==> src/rtl/fetch_queue_pkg.sv <==
// Shared pipeline types for the fetch side of the core.
// Holds the IF entry bundle and the bubble instruction value.
package fetch_queue_pkg;

  typedef struct packed {
    logic [63:0] pc;
    logic [31:0] instr;
  } if_entry_t;

  localparam logic [31:0] NOP_INSTR = 32'h0;

endpackage

==> src/rtl/fetch_queue_fifo_ctrl.sv <==
// Pointer/occupancy control for the fetch queue.
// Ports: clk, rst, flush, push_valid, pop_en -> wr_en, rd_ptr, wr_ptr, cnt, full, empty.
module fetch_queue_fifo_ctrl #(
  parameter  int DEPTH = 4,
  localparam int PTR_W = $clog2(DEPTH)
) (
  input  logic             clk,
  input  logic             rst,
  input  logic             flush,
  input  logic             push_valid,
  input  logic             pop_en,
  output logic             wr_en,
  output logic [PTR_W-1:0] rd_ptr,
  output logic [PTR_W-1:0] wr_ptr,
  output logic [PTR_W:0]   cnt,
  output logic             full,
  output logic             empty
);

  localparam logic [PTR_W:0] FULL_CNT = (PTR_W+1)'(DEPTH);

  logic push_fire;
  logic pop_fire;

  assign full      = (cnt == FULL_CNT);
  assign empty     = (cnt == '0);
  assign push_fire = push_valid & ~full;
  assign pop_fire  = pop_en & ~empty;
  // Wrong-path fetch during a flush is never stored.
  assign wr_en     = push_fire & ~flush;

  always_ff @(posedge clk or negedge rst) begin
    if (!rst) begin
      rd_ptr <= '0;
      wr_ptr <= '0;
      cnt    <= '0;
    end else if (flush) begin
      rd_ptr <= '0;
      wr_ptr <= '0;
      cnt    <= '0;
    end else begin
      if (push_fire) wr_ptr <= wr_ptr + 1'b1;
      if (pop_fire)  rd_ptr <= rd_ptr + 1'b1;
      if (push_fire && !pop_fire)
        cnt <= cnt + 1'b1;
      else if (pop_fire && !push_fire)
        cnt <= cnt - 1'b1;
    end
  end

endmodule

==> src/rtl/fetch_queue.sv <==
// Instruction prefetch FIFO between fetch and the IF/ID register.
// Ports: push side (push_valid/ready, PC_in, Instr_in), pop side (pop_en/valid, PC_out, Instr_out), flush, count.
module fetch_queue
  import fetch_queue_pkg::*;
#(
  parameter  int DEPTH = 4,
  localparam int PTR_W = $clog2(DEPTH)
) (
  input  logic           clk,
  input  logic           rst,
  input  logic           flush,
  input  logic           push_valid,
  output logic           push_ready,
  input  logic [63:0]    PC_in,
  input  logic [31:0]    Instr_in,
  input  logic           pop_en,
  output logic           pop_valid,
  output logic [63:0]    PC_out,
  output logic [31:0]    Instr_out,
  output logic [PTR_W:0] count
);

  if_entry_t        mem [DEPTH];
  if_entry_t        head;
  logic             wr_en;
  logic [PTR_W-1:0] rd_ptr;
  logic [PTR_W-1:0] wr_ptr;
  logic             full;
  logic             empty;

  fetch_queue_fifo_ctrl #(.DEPTH(DEPTH)) u_ctrl (
    .clk        (clk),
    .rst        (rst),
    .flush      (flush),
    .push_valid (push_valid),
    .pop_en     (pop_en),
    .wr_en      (wr_en),
    .rd_ptr     (rd_ptr),
    .wr_ptr     (wr_ptr),
    .cnt        (count),
    .full       (full),
    .empty      (empty)
  );

  // Storage needs no reset; only occupied slots are ever shown.
  always_ff @(posedge clk) begin
    if (wr_en) mem[wr_ptr] <= '{pc: PC_in, instr: Instr_in};
  end

  assign head       = mem[rd_ptr];
  assign push_ready = ~full;
  assign pop_valid  = ~empty;
  // Empty head reads as a zero bubble for IF/ID.
  assign PC_out     = empty ? 64'h0 : head.pc;
  assign Instr_out  = empty ? NOP_INSTR : head.instr;

endmodule

==> config.mk <==
export PLATFORM = sky130hd
export DESIGN_NAME = fetch_queue
export DESIGN_NICKNAME = d
export VERILOG_FILES = /design/src/rtl/fetch_queue_pkg.sv /design/src/rtl/fetch_queue_fifo_ctrl.sv /design/src/rtl/fetch_queue.sv
export SDC_FILE = /design/constraint.sdc
export NUM_CORES = 1
export LEC_CHECK = 0
export BUFFER_PORTS_ARGS = -buffer_cell sky130_fd_sc_hd__buf_2
export CORE_UTILIZATION = 52
export CTS_CLUSTER_DIAMETER = 200
export DETAILED_ROUTE_END_ITERATION = 16
export MAX_ROUTING_LAYER = met4
export PLACE_DENSITY = 0.75
export SLEW_MARGIN = 20
export SYNTH_ARGS = -nofsm -noshare
export SYNTH_HDL_FRONTEND = slang
export SYNTH_SLANG_ARGS = --single-unit
==> constraint.sdc <==
create_clock -name clk -period 3.38 [get_ports clk]
set_input_delay 0.676 -clock clk [delete_from_list [all_inputs] [get_ports clk]]
set_output_delay 0.676 -clock clk [all_outputs]
set_load 0.02 [all_outputs]
-- Word-level counts from Yosys, hierarchy flattened
Memories as Yosys holds them, arrays and structs flattened.
Cells that the tools add are included.
- magnitude comparators: 0
- bitwise logic cells: 6
- equal/unequal tests: 1
- div/mod/pow operators: 0
- muxes and demuxes: 11
- multiply operators: 0
- reduce and logical (&&, ||, !) cells: 8
- add/sub/neg operators: 4
- shifts and indexed selects: 0
- operators with widths (operator ; number):
    64-bit 2-to-1 mux ; 1
    32-bit 2-to-1 mux ; 1
    3-bit 2-to-1 mux ; 3
    2-bit 2-to-1 mux ; 4
    2-bit by 1-bit adder with 2-bit output (second input constant) ; 2
    2-bit nonzero test ; 2
    3-bit by 1-bit adder with 3-bit output (second input constant) ; 1
    1-bit AND ; 3
    3-bit equality test (second input constant) ; 1
    3-bit zero test ; 1
    1-bit NOT ; 3
    3-bit nonzero test ; 1
    3-bit by 1-bit subtractor with 3-bit output (second input constant) ; 1
    1-bit logical AND ; 2
    1-bit zero test ; 2
    1-bit 2-to-1 mux ; 2
- input port bits: 101
- RAM bits: 384
- ROM bits: 0
- output and inout bits: 101
- logic and storage cells: 34
- memories: 1
- bits in latches: 0
- register bits: 7
- memory list (memory ; words ; bits a word ; read ports ; clocked after memory_dff ; wr ports ; RTL line ; text):
    mem ; 4 ; 96 ; 1 ; 0 ; 1 ; fetch_queue.sv:23 ; if_entry_t mem [DEPTH];

-- Logic depth before layout (Yosys ltp)
- word-level depth: 8
- gate-level depth with buffers: 10
- mapped depth without buffers: 8

-- By module
Synthesis repeated with hierarchy kept, for this count alone.
- cells, all modules: 788
- area total of the unflattened synthesis: 15028.2 um^2
- modules (own cells, without submodules) (module ; cells each ; times used ; seq. area each (um^2) ; area each (um^2)):
    fetch_queue ; 725 ; 1 ; 11531.1 ; 14455.1
    fetch_queue_fifo_ctrl ; 63 ; 1 ; 175.2 ; 573.0

-- Worst setup path after synthesis
OpenSTA, ideal clock, no wires.
- path type: input port to flip-flop
- start point: input push_valid
- end point: memory mem[0][0] (netlist bit), enable pin
- path buffers: 1
- data required time: 2914 ps
- setup time: 466 ps
- slack: -570 ps
- stages on the path: 4
- arrival time: 3484 ps
- path through: clkbuf_1 -> nand2_1 -> nor2_1 -> and2_1
- word-level cells in the longest chain between the ends: 4
- ends and longest elaborated chain (element ; RTL line ; text):
    from (decl) ; fetch_queue.sv:12 ; input logic push_valid,
    1-bit AND ; fetch_queue_fifo_ctrl.sv:27 ; assign push_fire = push_valid & ~full;
    1-bit AND ; fetch_queue_fifo_ctrl.sv:30 ; assign wr_en = push_fire & ~flush;
    1-bit 2-to-1 mux ; fetch_queue.sv:47 ; if (wr_en) mem[wr_ptr] <= '{pc: PC_in, instr: Instr_in};
    1-bit 2-to-1 mux (implied by the code) ; fetch_queue.sv:47 ;
    to (decl) ; fetch_queue.sv:23 ;
Every way passes these cells.

-- Worst setup path in the final report
- start point: register u_ctrl.rd_ptr[0]
- end point: output Instr_out[3]
- word-level cells in the longest chain between the ends: 2
- ends and longest elaborated chain (element ; RTL line ; text):
    from (decl) ; fetch_queue_fifo_ctrl.sv:13 ; output logic [PTR_W-1:0] rd_ptr,
    from (signal assigned) ; fetch_queue_fifo_ctrl.sv:43 ; if (pop_fire) rd_ptr <= rd_ptr + 1'b1;
    memory read 4 x 96 bit ; -- ;
    32-bit 2-to-1 mux ; fetch_queue.sv:55 ; assign Instr_out = empty ? NOP_INSTR : head.instr;
    to (decl) ; fetch_queue.sv:19 ; output logic [31:0] Instr_out,
Every way passes these cells.

==> impl_metrics.yaml <==
run_status:
  status: "completed"
yosys:
  synthesis.nets: 778
  async_reset_ff_share_pct: 1.79
  syn-instance-count: 672
  synth-edff-count: 384
  ys_ff_latch: 391
  seq_area_frac_synth_pct: 78.0
  yosysUniqueCellTypes: 33
  syn-cell-area_sq_um: 15000
  synthFlopType: "edfxtp_1"
  avgSynthCellArea_sq_um: 22.3
  ys_warn_count: 0
timing:
  final.setup.tns_ns: 0
  worstMarginPinSlew_ns: 0.549
  hold_viol: 0
  clock-skew-final_ns: 0.0120
  rsz0062_at_grt: "no"
  timing.fmax_mhz: 326
  worst_slack_ns: 0.313
  slew_violations: 0
  setup_viol: 0
  fin_crit_sh_pct: 90.7
  min_period_ns: 3.07
  whs_ns: 0.374
  slew_headroom_pct: 63.4
power:
  pwr-share-comb_pct: 24.4
  switching_share_pct: 27.9
  p_per_area_nw_per_um2: 734
  vdd_drop_max_uv: 552
  internal-power_uw: 9480
  power_uw: 13100
  p_clk_share_pct: 32.3
  p_leak_uw: 0.00614
  pwr-share-seq_pct: 43.3
  switchingPower_uw: 3660
die:
  io_pins: 202
  core_area_sq_um: 28100
  dieArea_sq_um: 29600
  die_w_microns: 172
  rows: 61
  fp.dieH_microns: 172
  start_util_pct: 53.5
clock_tree:
  h-tree-depth: 2
  clock_latency_ns: 0.51
  numCtsBuffers: 40
  cts-root-buf: "clkbuf_16"
  cts_resized: 0
  post-cts-setup-buffers: 0
  tritoncts: "done"
  hold_buffers: 1
  clock-sinks: 391
  clk_pin_slew_ns: 0.06
  cts_buffer_depth: 3
placed_design:
  io_buffers: 201
  gp_congestion: 0.727
  placed_cell_area_sq_um: 16600
  preCtsSetupSlack_ns: 0.841
  hpwlAfterDp_mm: 17.1
finish:
  stdcell_area_sq_um: 17900
  multiInputGateArea_sq_um: 3100
  ff_latch_area_sq_um: 11700
  syn_to_final_growth_pct: 19.2
  drive_gt1_share_pct: 41.5
  fillCellCount: 1973
  fin_nets: 1004
global_route:
  grtUsageMet3_pct: 4.30
  track_usage_pct: 19.9
  grt-busiest-layer: "met2"
  grt_start_max_net_pins: 48
  grt_overflow: 0
  grt_use_met2_pct: 33.1
  grt_pass1_wl_mm: 42.1
  grt_pass1_vias: 7541
  antenna_found_initial: 3
  grt_use_met1_pct: 25.2
critical_path:
  crit_fanout: 36
  worstSetupEndpointType: "output port"
  start_kind: "register"
  setup.worst_path.class: "register to output port"
  slowest_stage: "mux4_2"
  worstPathRequired_ns: 2.70
  r2r_setup_slack_ns: 0.91
  crit_end: "Instr_out[3]"
  startpoint: "u_ctrl.rd_ptr[0]"
  path_cells: "buf_12, mux4_2, and2_1, buf_2"
  crit_arrival_ns: 2.39
  critical_path.max_stage_delay_ns: 0.60
  r2r-end: "u_ctrl.cnt[1]"
  worst_r2r_path_depth: 7
  r2r_start: "u_ctrl.cnt[2]"
drt:
  route.detailed.drc: 0
  dr.pass1.iters: 5
  drt-initial-drc-count: 550
  viasPerCell: 5.42
  wl_per_cell_microns: 21.2
  antenna_left: 0
  vias: 7106
  routed_wl_mm: 27.7
min_path:
  min_path_type: "input port to register"
  hold_path_depth: 1
  hold_start: "Instr_in[25]"
flow_run:
  max_cap_violations: 0
==> state kept, by name, summed over array words and instances (netlist names) <==
signal / flops
mem: 384
u_ctrl.cnt: 3
u_ctrl.rd_ptr: 2
u_ctrl.wr_ptr: 2
==> worst min-delay path by stage <==
stage / slack, ns / to
2_1_floorplan: 0.38 / u_ctrl.cnt[0]
3_3_place_gp: 0.52 / u_ctrl.cnt[2]
3_5_place_dp: 0.52 / u_ctrl.cnt[2]
4_1_cts: 0.35 / mem[0][2]
5_1_grt: 0.36 / mem[3][36]
6_report: 0.37 / mem[0][25]
==> layout by cell type (no fill, tap or decap), types with 5 or more instances in the layout <==
cell type and instances:
clkinv_2 11, buf_2 201, buf_12 12, dfrtp_1 5, inv_1 5, clkbuf_1 5
clkinv_1 6, clkinvlp_4 5, clkbuf_16 41, mux4_2 96, and2_1 96, edfxtp_1 384
buf_4 7, nor2_1 5, nand2_1 6
==> cells by family after synthesis <==
family	count (synthesis)	synth area share, %
AOI/OAI and AO/OA	13	0.583
xor gates and xnor gates	4	0.233
adders and majority gates	5	0.467
buffers and inverters	42	1.47
DFF	391	78.0
muxes	97	14.5
and+or+nand+nor	120	4.81
==> power by group through the flow <==
stage	Clock [uW]	Sequential (uW)	Combinational [uW]
after floorplan	0	5750	2270
after global placement	0	5790	3230
after detailed placement	0	5800	3250
after CTS	4340	5700	3280
after global routing	4530	5720	3480
final	4240	5700	3210
==> synth_stat cells, drive strengths merged (2+ instances only) <==
master | instances | area share, %
buf | 20 | 0.92
nand2 | 6 | 0.15
xnor2 | 2 | 0.12
ha | 4 | 0.33
xor2 | 2 | 0.12
nand3 | 3 | 0.10
edfxtp | 384 | 77
dfrtp | 7 | 1.2
inv | 5 | 0.13
and2 | 100 | 4.2
mux4 | 96 | 14
a21oi | 4 | 0.13
nor2 | 5 | 0.13
o22ai | 2 | 0.083
clkbuf | 17 | 0.42
==> critical path, delay by kind of cell (launching register included) <==
kind	cells	cell delay [ns]
buffers and inverters	2	0.48
flip-flops	1	0.59
AND/OR/NAND/NOR	1	0.18
multiplexers	1	0.60
==> layout make-up <==
| type | instances | area share, % |
|---|---|---|
| flip-flops and latches | 391 | 65.4 |
| multi-input cells | 239 | 17.3 |
| well taps | 378 | 2.64 |
| repair buffers | 221 | 7.31 |
| clock inverters | 26 | 1.31 |
| diodes | 4 | 0.0559 |
| inverters | 5 | 0.105 |
| clock buffers | 46 | 5.84 |
==> stage by stage <==
stage | util [%] | std cells
6_report | 63.7 | 1310
5_1_grt | 63.7 | 1309
4_1_cts | 63.7 | 1306
3_5_place_dp | 59.1 | 1233
3_3_place_gp | 59.1 | 1233
2_1_floorplan | - | 672
==> per-layer routing <==
metal / share of wire (%) / vias up / wire length, microns
met5: 0 / - / 0
met4: 1.5 / 0 / 414
met3: 7.4 / 40 / 2040
met2: 50 / 251 / 13900
met1: 41 / 3620 / 11400
li1: - / 3195 / -
No activity file was read; power rests on OpenSTA's default activity.
